File: src/rtl/boolean_lut_engine.sv
// boolean_lut_engine: run-time programmable N_IN-input boolean function evaluated on CH channels,
// with a serially loaded, double-buffered truth table.
module boolean_lut_engine #(
    parameter int N_IN = 3,
    parameter int CH   = 1
) (
    input  logic                  clk,
    input  logic                  rst_n,
    input  logic                  cfg_start,
    input  logic                  cfg_valid,
    input  logic                  cfg_bit,
    output logic                  cfg_done,
    output logic                  busy,
    input  logic                  in_valid,
    output logic                  in_ready,
    input  logic [CH*N_IN-1:0]    x,
    output logic                  out_valid,
    output logic [CH-1:0]         y,
    output logic [2**N_IN-1:0]    table_q
);
    localparam int T = 2 ** N_IN;
    localparam logic [N_IN:0] LAST = (N_IN + 1)'(T - 1);
    typedef enum logic {IDLE, LOAD} state_t;
    state_t        state_q, state_d;
    logic [N_IN:0] cnt_q, cnt_d;
    logic [T-1:0]  shadow_q, shadow_d, act_q, act_d;
    logic          actv_q, actv_d, done_q, done_d, ov_q, ov_d;
    logic [CH-1:0] y_q, y_d, lut;
    always_ff @(posedge clk or negedge rst_n) begin
        if (!rst_n) begin
            state_q  <= IDLE;
            cnt_q    <= '0;
            shadow_q <= '0;
            act_q    <= '0;
            actv_q   <= 1'b0;
            done_q   <= 1'b0;
            ov_q     <= 1'b0;
            y_q      <= '0;
        end else begin
            state_q  <= state_d;
            cnt_q    <= cnt_d;
            shadow_q <= shadow_d;
            act_q    <= act_d;
            actv_q   <= actv_d;
            done_q   <= done_d;
            ov_q     <= ov_d;
            y_q      <= y_d;
        end
    end
    // A restart always wins, even over the final bit; the swap merges the final bit directly.
    always_comb begin
        state_d  = state_q;
        cnt_d    = cnt_q;
        shadow_d = shadow_q;
        act_d    = act_q;
        actv_d   = actv_q;
        done_d   = 1'b0;
        if (cfg_start) begin
            state_d  = LOAD;
            cnt_d    = '0;
            shadow_d = '0;
        end else if (state_q == LOAD && cfg_valid) begin
            shadow_d[cnt_q[N_IN-1:0]] = cfg_bit;
            cnt_d = cnt_q + 1'b1;
            if (cnt_q == LAST) begin
                act_d   = shadow_d;
                actv_d  = 1'b1;
                done_d  = 1'b1;
                state_d = IDLE;
            end
        end
    end
    always_comb begin
        lut = '0;
        for (int c = 0; c < CH; c++) lut[c] = act_q[x[c*N_IN +: N_IN]];
    end
    assign ov_d      = in_valid && actv_q;
    assign y_d       = ov_d ? lut : y_q;
    assign cfg_done  = done_q;
    assign busy      = (state_q == LOAD);
    assign in_ready  = actv_q;
    assign out_valid = ov_q;
    assign y         = y_q;
    assign table_q   = act_q;
endmodule
File: config.mk
export PLATFORM = sky130hd
export DESIGN_NAME = boolean_lut_engine
export DESIGN_NICKNAME = d
export VERILOG_FILES = /design/src/rtl/boolean_lut_engine.sv
export SDC_FILE = /design/constraint.sdc
export NUM_CORES = 1
export LEC_CHECK = 0
export BUFFER_PORTS_ARGS = -buffer_cell sky130_fd_sc_hd__buf_2
export CORE_MARGIN = 2
export CORE_UTILIZATION = 52
export CTS_CLUSTER_DIAMETER = 80
export CTS_CLUSTER_SIZE = 28
export DETAILED_ROUTE_END_ITERATION = 7
export PLACE_DENSITY_LB_ADDON = 0.08
export SETUP_SLACK_MARGIN = 0.1
export SLEW_MARGIN = 15
export SYNTH_ARGS = -nofsm -noshare
export SYNTH_HDL_FRONTEND = slang
export SYNTH_SLANG_ARGS = --single-unit
File: constraint.sdc
create_clock -name clk -period 3.5 [get_ports clk]
set_input_delay 0.175 -clock clk [delete_from_list [all_inputs] [get_ports clk]]
set_output_delay 0.175 -clock clk [all_outputs]
set_load 0.02 [all_outputs]
Yosys cells after proc, flatten, opt, wreduce, memory -nomap -nowiden:

Cells that the tools add are included.

* register bits after elaboration: 25
* logic and storage cells: 36

* $add $sub $neg: 1
* $lt $le $gt $ge: 3
* equality and inequality tests: 1
* multiplexer cells: 15
* bitwise logic cells: 1
* reduce and logical (&&, ||, !) cells: 7

Operators by type and width (number)
* $mux 8: 2
* $bwmux 8: 1
* $lt 3x4->1 const B: 2
* $mux 1: 8
* $mux 4: 2
* $add 4x1->4 const B: 1
* $eq 4x3->1 const B: 1
* $reduce_bool 2->1: 2
* $bmux 1 s3: 1
* $demux 1 s3: 1
* $ge 3x1->1 const B: 1
* $logic_and 1x1->1: 3
* $reduce_and 3->1: 1
* $reduce_and 2->1: 1
* $not 1->1: 1

Logic depth before layout (Yosys ltp):

* depth after elaboration: 7
* depth in mapped cells: 5
* depth with buffers taken out: 4

Least setup slack after synthesis:

Ideal clock, no wire load.

* path kind: flip-flop to flip-flop
* start point: reg state_q, in the netlist busy
* end point: reg act_q[1], in the netlist table_q[1]
* setup time: 125 ps
* arrival time: 1302 ps
* slack: 2074 ps
* stages on the path, launching flop included: 5
* path buffers: 1
* cells stage by stage: dfrtp_1 > nand2_1 > nor2_1 > buf_4 > mux2_2

* word-level cells in the longest chain between the ends: 2

RTL lines
* start, declared: RTL line 24 `state_t state_q, state_d;`
* start signal, assigned: RTL line 40 `state_q <= state_d;`
* $logic_and 1x1->1: RTL line 62 `end else if (state_q == LOAD && cfg_valid) begin`
* $reduce_and 3->1 (no source line)
* end signal, assigned: RTL line 43 `act_q <= act_d;`
* end, declared: RTL line 26 `logic [T-1:0] shadow_q, shadow_d, act_q, act_d;`

Every way passes these cells.
A chain may end at the register's enable or synchronous reset.

Worst setup path after layout:

* start point: reg cnt_q[0]
* end point: reg act_q[1], in the netlist table_q[1]

* word-level cells in the longest chain between the ends: 5
* elaborated cells between the ends (all ways): 8

RTL lines
* start, declared: RTL line 25 `logic [N_IN:0] cnt_q, cnt_d;`
* start signal, assigned: RTL line 41 `cnt_q <= cnt_d;`
* $lt 3x4->1 (not written as such) or $ge 3x1->1 (tied branches): RTL line 63 `shadow_d[cnt_q[N_IN-1:0]] = cfg_bit;`
* $logic_and 1x1->1 (not written as such): RTL line 63
* $mux 1 (not written as such): RTL line 63
* $demux 1 s3: RTL line 63
* $bwmux 8: RTL line 63

Several ways; a longest one is shown, not always the timed one.

==> impl_table.tex <==
\begin{tabular}{lr}
\hline
Metric & Value \\
\hline
\multicolumn{2}{l}{\textbf{Critical path}} \\
Worst r2r path cells & 4 \\
Top cell family by delay on the critical path & simple AND/OR/NAND/NOR gates \\
Worst reg-to-reg setup slack & 1290 ps \\
CP arrival & 2420 ps \\
WP buf/inv & 0 \\
Worst r2r dst & table\_q[1] \\
Worst path required time & 3720 ps \\
Worst r2r src & cnt\_q[0] \\
Startpoint type of the worst setup path & register \\
Cell with the largest stage delay on the worst path & sky130\_fd\_sc\_hd\_\_nor2\_1 \\
Highest fanout seen on the critical path & 13 \\
Type of element capturing the critical path & register \\
Worst-path cell chain & ha\_1 > nand4bb\_1 > nor2\_1 > mux2\_2 \\
Delay of the slowest cell on the worst path & 710 ps \\
Type of the setup path with the least slack & reg -> reg \\
\multicolumn{2}{l}{\textbf{Floorplanning}} \\
IO Count & 22 \\
Horiz. Die Dim & 53.3 um \\
Die area & 0.00284 mm\^{}2 \\
Row cnt & 17 \\
Die Ht & 53.3 um \\
Core area & 0.00225 mm\^{}2 \\
Initial Utilization & 0.561 \\
\multicolumn{2}{l}{\textbf{Finish}} \\
Leading cell types in the layout, fill and taps excluded & 25 x sky130\_fd\_sc\_hd\_\_dfrtp\_1, 21 x sky130\_fd\_sc\_hd\_\_buf\_2, 14 x sky130\_fd\_sc\_hd\_\_mux2i\_1 \\
Ant. Diodes & 0 \\
Final nets & 140 \\
Final core area utilization & 0.610 \\
Most common cell after layout, fill and taps aside & sky130\_fd\_sc\_hd\_\_dfrtp\_1 \\
Multi-input gate area in the final layout & 547 um\^{}2 \\
Area growth, synth to finish & 8.70\% \\
Sequential standard cell area & 626 um\^{}2 \\
Count of fill cells added during filler insertion & 189 \\
Fraction of layout instances using a drive strength above 1 & 0.279 \\
\multicolumn{2}{l}{\textbf{Pwr}} \\
Share of power burned in the clock network & 0.264 \\
Power density normalized to cell area & 361 mW/mm\^{}2 \\
Switching power as a share of total power & 0.262 \\
Leak pwr & 0.676 nW \\
Combinational power share & 0.113 \\
Power dissipated by switching net loads & 0.130 mW \\
Part of the total power dissipated in sequential elements & 0.623 \\
Power Internal & 0.367 mW \\
Total power & 0.497 mW \\
Maximum ir drop on the vdd rail & 0.247 mV \\
\multicolumn{2}{l}{\textbf{Routing}} \\
Overall routed net length & 2.35 mm \\
Wire length per cell after detailed routing & 15.0 um \\
Number of nets with antenna violations after routing & 0 \\
Number of remaining DRC errors & 0 \\
Via total after detailed routing & 875 \\
First-pass iteration count of the detailed router & 4 \\
Number of DRC violations after detailed-routing iteration 0 & 20 \\
DR vias/cell & 5.57 \\
\multicolumn{2}{l}{\textbf{Place}} \\
Port Buf Inserts & 21 \\
Routability cong. & 0.706 \\
HPWL after detailed placement & 1.65 mm \\
\multicolumn{2}{l}{\textbf{Synthesis}} \\
Top post-synthesis cells by area & sky130\_fd\_sc\_hd\_\_dfrtp\_1 49\%, sky130\_fd\_sc\_hd\_\_mux2i\_1 11\%, sky130\_fd\_sc\_hd\_\_mux2\_2 4.5\%, sky130\_fd\_sc\_hd\_\_nor2\_1 3.3\%, sky130\_fd\_sc\_hd\_\_a211oi\_1 2.4\% \\
Net count after synthesis & 122 \\
Netlist area before placement & 0.00126 mm\^{}2 \\
Yosys top cell area share & 0.495 \\
Number of different library cells in the post-synthesis netlist & 33 \\
Post-synthesis instance total & 112 \\
Number of storage elements in the synthesis netlist & 25 \\
Sequential share of the synthesized area & 0.495 \\
Cell type with the largest total area after synthesis & sky130\_fd\_sc\_hd\_\_dfrtp\_1 \\
Synth Warn \# & 0 \\
Avg Cell Area, Syn & 11.3 um\^{}2 \\
\multicolumn{2}{l}{\textbf{Global route}} \\
Wire length of the first global-routing pass & 3.82 mm \\
Met2 Resource Use GR & 0.313 \\
Met1 Usage GRT & 0.248 \\
Global-route usage over all layers & 0.195 \\
Congestion Overflow GR & 0 \\
Largest net degree at the start of global routing & 26 \\
Via count of the first global-routing pass & 802 \\
Met3 global-route usage & 0.0339 \\
Initial antenna violation count & 0 \\
Layer with the highest usage after global routing & met2 \\
\multicolumn{2}{l}{\textbf{Timing}} \\
Number of pins with negative max-slew slack in the final report & 0 \\
Fmax achieved & 0.453 GHz \\
Hold violation count in the final report & 0 \\
Final Cycle Share & 0.630 \\
RSZ-0062 raised after global routing & no \\
Clk\_skew & 9.99 ps \\
Minimum clock period after layout & 2210 ps \\
Setup violations, final & 0 \\
Slew at the pin closest to its max-slew limit & 918 ps \\
Relative slew margins & 0.386 \\
Total Negative Setup Slacks & 0 ps \\
\multicolumn{2}{l}{\textbf{Clock tree}} \\
Number of sinks handled by clock tree synthesis & 25 \\
Total CTS buffers & 3 \\
Root Driver & sky130\_fd\_sc\_hd\_\_clkbuf\_4 \\
Max Buffers Root-to-Sink & 2 \\
H-tree lvl count & 1 \\
Post-CTS setup buffers & 0 \\
Clock latency on the worst-skew pair & 320 ps \\
Reg clk slew, reported paths & 140 ps \\
Clock tree from TritonCTS & built \\
\multicolumn{2}{l}{\textbf{Worst hold path}} \\
Hold\_sp & in\_valid \\
Hold WC Path Type & in -> reg \\
Hold Path Sink & out\_valid \\
Instance count along the most critical hold path & 3 \\
\multicolumn{2}{l}{\textbf{Flow run}} \\
Total of max-cap violations & 0 \\
\multicolumn{2}{l}{\textbf{Outcome}} \\
Result of the run & complete, no violations \\
\hline
\end{tabular}
[worst reg2reg max path, cell delays in order, from the launching register on]
cell and delay [ps]:
sky130_fd_sc_hd__dfrtp_1 630, sky130_fd_sc_hd__ha_1 240, sky130_fd_sc_hd__nand4bb_1 100, sky130_fd_sc_hd__nor2_1 710, sky130_fd_sc_hd__mux2_2 420
[logic make-up after synthesis]
group,share of synthesized area
adder cells (fa/ha/maj),0.00989
flip-flops,0.495
buffers and inverters,0.0732
multiplexers,0.182
XOR/XNOR,0.0139
AO/OA/AOI/OAI,0.0860
AND/OR/NAND/NOR,0.140
[what timing repair did]
item | in CTS | in global routing
hold buffers | 1 | 0
resized for setup | 0 | 0
hold endpoints to repair | 25 | 0
endpoints found under the setup margin | 0 | 0
[power groups by stage]
stage	combinational, mW	sequential, mW	clock, mW
finish	0.0562	0.309	0.131
global placement	0.0552	0.314	0
detailed placement	0.0558	0.315	0
floorplan	0.0469	0.309	0
global route	0.0628	0.311	0.148
CTS	0.0568	0.309	0.137
[how the worst max path moves through the flow]
stage | from | end | slack [ps] | cells past startpoint
finish | cnt_q[0] | table_q[1] | 1290 | 4
global route | cnt_q[0] | table_q[1] | 1100 | 4
CTS | cnt_q[0] | table_q[1] | 1310 | 4
detailed placement | cnt_q[0] | table_q[1] | 1330 | 4
global placement | cnt_q[0] | table_q[1] | 1400 | 4
floorplan | busy | table_q[1] | 2070 | 4
[layout make-up]
class / instances / area share
Multi-Input combinational cell: 71 / 0.398
Sequential cell: 25 / 0.455
Timing Repair Buffer: 22 / 0.0837
Clock buffer: 4 / 0.0191
Tap cell: 28 / 0.0255
Inverter: 7 / 0.0191
[sequential cells by signal (all words and copies together) (netlist names)]
signal,count
out_valid,1
table_q,8
cnt_q,4
in_ready,1
cfg_done,1
shadow_q,8
y,1
busy,1
[routing by layer]
metal,routed length (um),share of wire
met2,1140,0.48
met3,96,0.041
met5,0,0
met1,1060,0.45
met4,54,0.023
[through the flow]
step / std cells / hold WS (ps) / setup WS [ps] / area (um^2)
floorplan: 112 / -121 / 2070 / 1260
global placement: 152 / 191 / 1400 / 1340
detailed placement: 152 / 195 / 1330 / 1340
CTS: 157 / 87.3 / 1310 / 1380
global route: 157 / 93.3 / 1100 / 1380
finish: 157 / 98.4 / 1290 / 1380
[Yosys cell counts]
master                      number
sky130_fd_sc_hd__a21oi_1         5
sky130_fd_sc_hd__o41ai_1         2
sky130_fd_sc_hd__ha_1            1
sky130_fd_sc_hd__nand4_1         2
sky130_fd_sc_hd__nor2_1         11
sky130_fd_sc_hd__mux2i_1        14
sky130_fd_sc_hd__inv_1           7
sky130_fd_sc_hd__mux2_1          1
sky130_fd_sc_hd__dfrtp_1        25
sky130_fd_sc_hd__buf_6           2
sky130_fd_sc_hd__nand3b_1        3
sky130_fd_sc_hd__or3_1           1
sky130_fd_sc_hd__mux2_2          5
sky130_fd_sc_hd__xnor2_1         1
sky130_fd_sc_hd__buf_2           1
sky130_fd_sc_hd__xor2_1          1
sky130_fd_sc_hd__buf_4           4
sky130_fd_sc_hd__a211oi_1        4
sky130_fd_sc_hd__nor3_2          1
sky130_fd_sc_hd__clkbuf_2        1
sky130_fd_sc_hd__a211oi_2        1
sky130_fd_sc_hd__nand2_1         5
sky130_fd_sc_hd__or2_2           1
sky130_fd_sc_hd__nand3_1         3
sky130_fd_sc_hd__o21ai_0         1
sky130_fd_sc_hd__and2_1          1
sky130_fd_sc_hd__nand4bb_1       1
sky130_fd_sc_hd__nor3b_2         1
sky130_fd_sc_hd__a21bo_2         1
sky130_fd_sc_hd__o21ai_2         1
sky130_fd_sc_hd__clkbuf_1        1
sky130_fd_sc_hd__nor3b_1         2
sky130_fd_sc_hd__mux4_2          1
Power figures use the tool's default switching activity.
